--- src/rtl/button_event_decoder.sv ---
// Turns a debounced button level into single-cycle press, short, long, repeat and
// double-press events, all registered and timed in c50M cycles.
module button_event_decoder #(
    parameter int LONG_CYCLES   = 25_000_000,
    parameter int REPEAT_CYCLES = 5_000_000,
    parameter int DOUBLE_CYCLES = 15_000_000,
    parameter int CNT_W         = 26
) (
    input  logic c50M,
    input  logic Reset,
    input  logic ButtonIn,
    output logic Held,
    output logic PressPulse,
    output logic ShortPress,
    output logic LongPress,
    output logic RepeatPulse,
    output logic DoublePress
);

    typedef enum logic [2:0] {
        IDLE,
        PRESSED,
        LONGH,
        WAIT2,
        DBLH
    } state_t;

    localparam logic [CNT_W-1:0] LONG_LAST   = CNT_W'(LONG_CYCLES - 1);
    localparam logic [CNT_W-1:0] REPEAT_LAST = CNT_W'(REPEAT_CYCLES - 1);
    localparam logic [CNT_W-1:0] DOUBLE_LAST = CNT_W'(DOUBLE_CYCLES - 1);

    state_t           state, state_nxt;
    logic [CNT_W-1:0] cnt, cnt_nxt;
    logic             btn_q;
    logic             rise, fall, clr;
    logic             press_nxt, short_nxt, long_nxt, repeat_nxt, double_nxt;

    assign rise = ButtonIn & ~btn_q;
    assign fall = ~ButtonIn & btn_q;

    // NOTE: every signal driven here gets a default first, so no path leaves one
    // unassigned and no latch is inferred.
    always_comb begin
        state_nxt  = state;
        clr        = 1'b0;
        press_nxt  = 1'b0;
        short_nxt  = 1'b0;
        long_nxt   = 1'b0;
        repeat_nxt = 1'b0;
        double_nxt = 1'b0;
        case (state)
            IDLE: begin
                if (rise) begin
                    state_nxt = PRESSED;
                    clr       = 1'b1;
                    press_nxt = 1'b1;
                end
            end
            PRESSED: begin
                // A release on the long-press cycle wins over the long press.
                if (fall) begin
                    state_nxt = WAIT2;
                    clr       = 1'b1;
                    short_nxt = 1'b1;
                end else if (ButtonIn && cnt == LONG_LAST) begin
                    state_nxt = LONGH;
                    clr       = 1'b1;
                    long_nxt  = 1'b1;
                end
            end
            LONGH: begin
                if (fall) begin
                    state_nxt = IDLE;
                    clr       = 1'b1;
                end else if (cnt == REPEAT_LAST) begin
                    clr        = 1'b1;
                    repeat_nxt = 1'b1;
                end
            end
            WAIT2: begin
                // Timeout is tested first so a rise on the timeout cycle is dropped.
                if (cnt == DOUBLE_LAST) begin
                    state_nxt = IDLE;
                    clr       = 1'b1;
                end else if (rise) begin
                    state_nxt  = DBLH;
                    clr        = 1'b1;
                    press_nxt  = 1'b1;
                    double_nxt = 1'b1;
                end
            end
            DBLH: begin
                if (fall) begin
                    state_nxt = IDLE;
                    clr       = 1'b1;
                end
            end
            default: begin
                state_nxt = IDLE;
                clr       = 1'b1;
            end
        endcase
    end

    always_comb begin
        if (clr)
            cnt_nxt = '0;
        else if (&cnt)
            cnt_nxt = cnt;
        else
            cnt_nxt = cnt + 1'b1;
    end

    // NOTE: state uses non-blocking assignments so every register samples the
    // pre-edge values; btn_q resets to 1 so a button held through reset is ignored.
    always_ff @(posedge c50M or posedge Reset) begin
        if (Reset) begin
            state       <= IDLE;
            cnt         <= '0;
            btn_q       <= 1'b1;
            Held        <= 1'b0;
            PressPulse  <= 1'b0;
            ShortPress  <= 1'b0;
            LongPress   <= 1'b0;
            RepeatPulse <= 1'b0;
            DoublePress <= 1'b0;
        end else begin
            state       <= state_nxt;
            cnt         <= cnt_nxt;
            btn_q       <= ButtonIn;
            Held        <= ButtonIn;
            PressPulse  <= press_nxt;
            ShortPress  <= short_nxt;
            LongPress   <= long_nxt;
            RepeatPulse <= repeat_nxt;
            DoublePress <= double_nxt;
        end
    end

endmodule

--- config.mk ---
export PLATFORM = sky130hd
export DESIGN_NAME = button_event_decoder
export DESIGN_NICKNAME = d
export VERILOG_FILES = /design/src/rtl/button_event_decoder.sv
export SDC_FILE = /design/constraint.sdc
export NUM_CORES = 1
export LEC_CHECK = 0
export ABC_AREA = 1
export CORE_MARGIN = 4
export CORE_UTILIZATION = 50
export CTS_CLUSTER_SIZE = 40
export DETAILED_ROUTE_END_ITERATION = 8
export PLACE_DENSITY = 0.77
export SKIP_LAST_GASP = 1
export SYNTH_ARGS = -nofsm -noshare
export SYNTH_HDL_FRONTEND = slang
export SYNTH_SLANG_ARGS = --single-unit
--- constraint.sdc ---
create_clock -name c50M -period 2.67 [get_ports c50M]
set_clock_uncertainty 0.15 [all_clocks]
set_input_delay 0.4005 -clock c50M [delete_from_list [all_inputs] [get_ports c50M]]
set_output_delay 0.4005 -clock c50M [all_outputs]
set_load 0.005 [all_outputs]
==> impl_metrics.yaml <==
synthesis:
  synthFlopType: "dfrtp_1"
  yosys_warnings: 0
  syn-num-nets: 364
  synth_edf_count: 0
  yosysUniqueCellTypes: 27
  yosysSeqAreaShare_pct: 37.4
  syn_area_mm2: 0.00241
  syn-mean-instance-area_um2: 6.70
  synthCells: 360
  ys_ff_latch: 36
  async_flop_share_pct: 100
timing:
  fmax_mhz: 474
  whs_ps: 364
  slew_viol_final: 0
  finalSetupViolations: 0
  period_minus_slack_ps: 2110
  finalSetupTns_ps: 0
  relSlewSlack_pct: 70.6
  finalCritPeriodShare_pct: 79.0
  worstMarginPinSlew_ps: 440
  finalHoldViolCount: 0
  rsz0062_at_grt: "no"
finish:
  drive_gt1_share_pct: 11.5
  nFillCells: 452
  multi_input_area_mm2: 0.00130
  layout.area.seq_um2: 902
  fin_util_pct: 56.2
  layout_common_cells: "nand2_1, nor2_1, inv_1"
  area_growth_pct: 9.39
  diodes: 0
  mostFrequentLayoutCell: "nand2_1"
  finalNetCount: 378
die:
  start_util_pct: 51.4
  dieHeight_um: 77.5
  die_w_um: 77.5
  ios: 9
  fp-row-count: 25
  core_mm2: 0.00469
  dieArea_mm2: 0.00600
global_route:
  antenna_found_initial: 0
  grt_usage_pct: 20.0
  grt_use_met1_pct: 25.4
  first_global_vias: 2127
  met2_usage_pct: 33.2
  grt_pass1_wl_mm: 9.58
  grt_overflow: 0
  grt_max_degree: 37
  use_met3_pct: 4.29
  busiest_layer: "met2"
critical_path:
  r2r_cells: 10
  cp-end-kind: "flop"
  r2r_slack_ps: 560
  r2r-end: "cnt[13]$_DFFE_PP0P_"
  start_kind: "flop"
  cp_max_fo: 19
  cp.arrival_ps: 2130
  path_class: "flop to flop"
  r2r_start: "cnt[0]$_DFFE_PP0P_"
  required_ps: 2690
drt:
  drc: 0
  first_pass_iters: 5
  viasPerCell: 5.31
  vias: 2279
  wl_mm: 5.48
  wl_per_cell_um: 12.8
  antenna_left: 0
  drt-initial-drc-count: 231
status:
  outcome: "completed"
placed_design:
  hpwl_mm: 4.24
  gp_congestion: 1.00
  port_buffers: 8
cts:
  root_buffer: "clkbuf_8"
  htree_levels: 2
  ctsResizeCount: 0
  hold_buffers: 0
  clock_latency_ps: 290
  cts-buffers-inserted: 5
  postCtsSetupBuffers: 0
  cts_buffer_depth: 2
  clkSinkCount: 36
  clkTransAtPathRegs_ps: 70
  cts_tree: "done"
worst_hold_path:
  hold_path.class: "input pin to async pin"
power:
  p_leak_nw: 1.24
  peakVddDrop_v: 0.000308
  power.density_mw_per_mm2: 567
run:
  cap_viol_max_count: 0
-- cell families (layout without fill, tap and decap cells) --
group                    count (synthesis)  after routing  synth area share (%)
adder cells (fa/ha/maj)                  1              1                 0.519
XOR/XNOR                                 4              4                  1.45
AND/OR/NAND/NOR                        252            252                  47.4
buffers and inverters                   50             65                  8.82
AO/OA/AOI/OAI                           17             17                  4.46
flip-flops                              36             36                  37.4
-- routing by layer --
metal  wire length, µm  vias to the layer above
li1                  -                     1153
met1              2470                     1049
met3               313                       10
met5                 0                        -
met4               110                        0
met2              2580                       67
-- power breakdown --
part | leakage (nW) | switching, mW | total [mW] | internal (mW)
clock network | 0.0515 | 0.182 | 0.418 | 0.235
logic | 0.703 | 0.288 | 0.427 | 0.139
registers | 0.488 | 0.0489 | 0.651 | 0.602
total | 1.24 | 0.520 | 1.50 | 0.976
-- synth_stat cells (3+ instances only) --
cell,instances,share of area (%)
o21ai_0,9,1.9
nand3_1,35,7.3
o21ai_1,4,0.83
nor2_2,11,2.9
nand3_2,3,1.2
nor3_1,11,2.3
nand2_1,108,17
inv_2,4,0.62
xor2_1,3,1.1
dfrtp_1,35,36
nor2_1,65,10
nand2_2,8,2.1
inv_1,43,6.7
nand4_1,4,1.0
-- critical path: stages, from the launching register on --
cell and delay (ps):
dfrtp_1 390, ha_1 260, inv_2 70, nor2_4 220, nand3_2 170, nor2_1 120, nand2_1 90, nor2_2 150
a21oi_4 100, nand2_8 200, nor2_1 70
-- worst max-delay path by stage --
stage | start | slack [ps] | to
finish | cnt[0]$_DFFE_PP0P_ | 560 | cnt[13]$_DFFE_PP0P_
global route | cnt[0]$_DFFE_PP0P_ | 340 | cnt[13]$_DFFE_PP0P_
CTS | cnt[0]$_DFFE_PP0P_ | 550 | cnt[13]$_DFFE_PP0P_
detailed placement | ButtonIn | 430 | cnt[13]$_DFFE_PP0P_
global placement | ButtonIn | 460 | cnt[13]$_DFFE_PP0P_
floorplan | cnt[0]$_DFFE_PP0P_ | 810 | cnt[2]$_DFFE_PP0P_
-- state kept, by name, summed over array words and instances, names as in the netlist --
signal,count
PressPulse,1
cnt,26
Held,1
btn_q,1
LongPress,1
state,3
RepeatPulse,1
DoublePress,1
ShortPress,1
-- metrics by stage --
step | std cells | power [mW] | worst slack, ps | instance area [µm²]
2_1_floorplan | 360 | 1.02 | 807 | 2410
3_5_place_dp | 421 | 1.08 | 435 | 2540
5_1_grt | 429 | 1.61 | 339 | 2640
4_1_cts | 429 | 1.51 | 554 | 2640
3_3_place_gp | 421 | 1.07 | 460 | 2540
6_report | 429 | 1.50 | 562 | 2640
-- layout make-up --
cell class / count / area share, %
Multi-Input combinational cell: 274 / 49.2
Clock buffer: 8 / 3.79
Sequential cell: 36 / 34.2
Tap cell: 54 / 2.56
Timing Repair Buffer: 10 / 3.60
Inverter: 47 / 6.69
No activity file was read; power rests on OpenSTA's default activity.
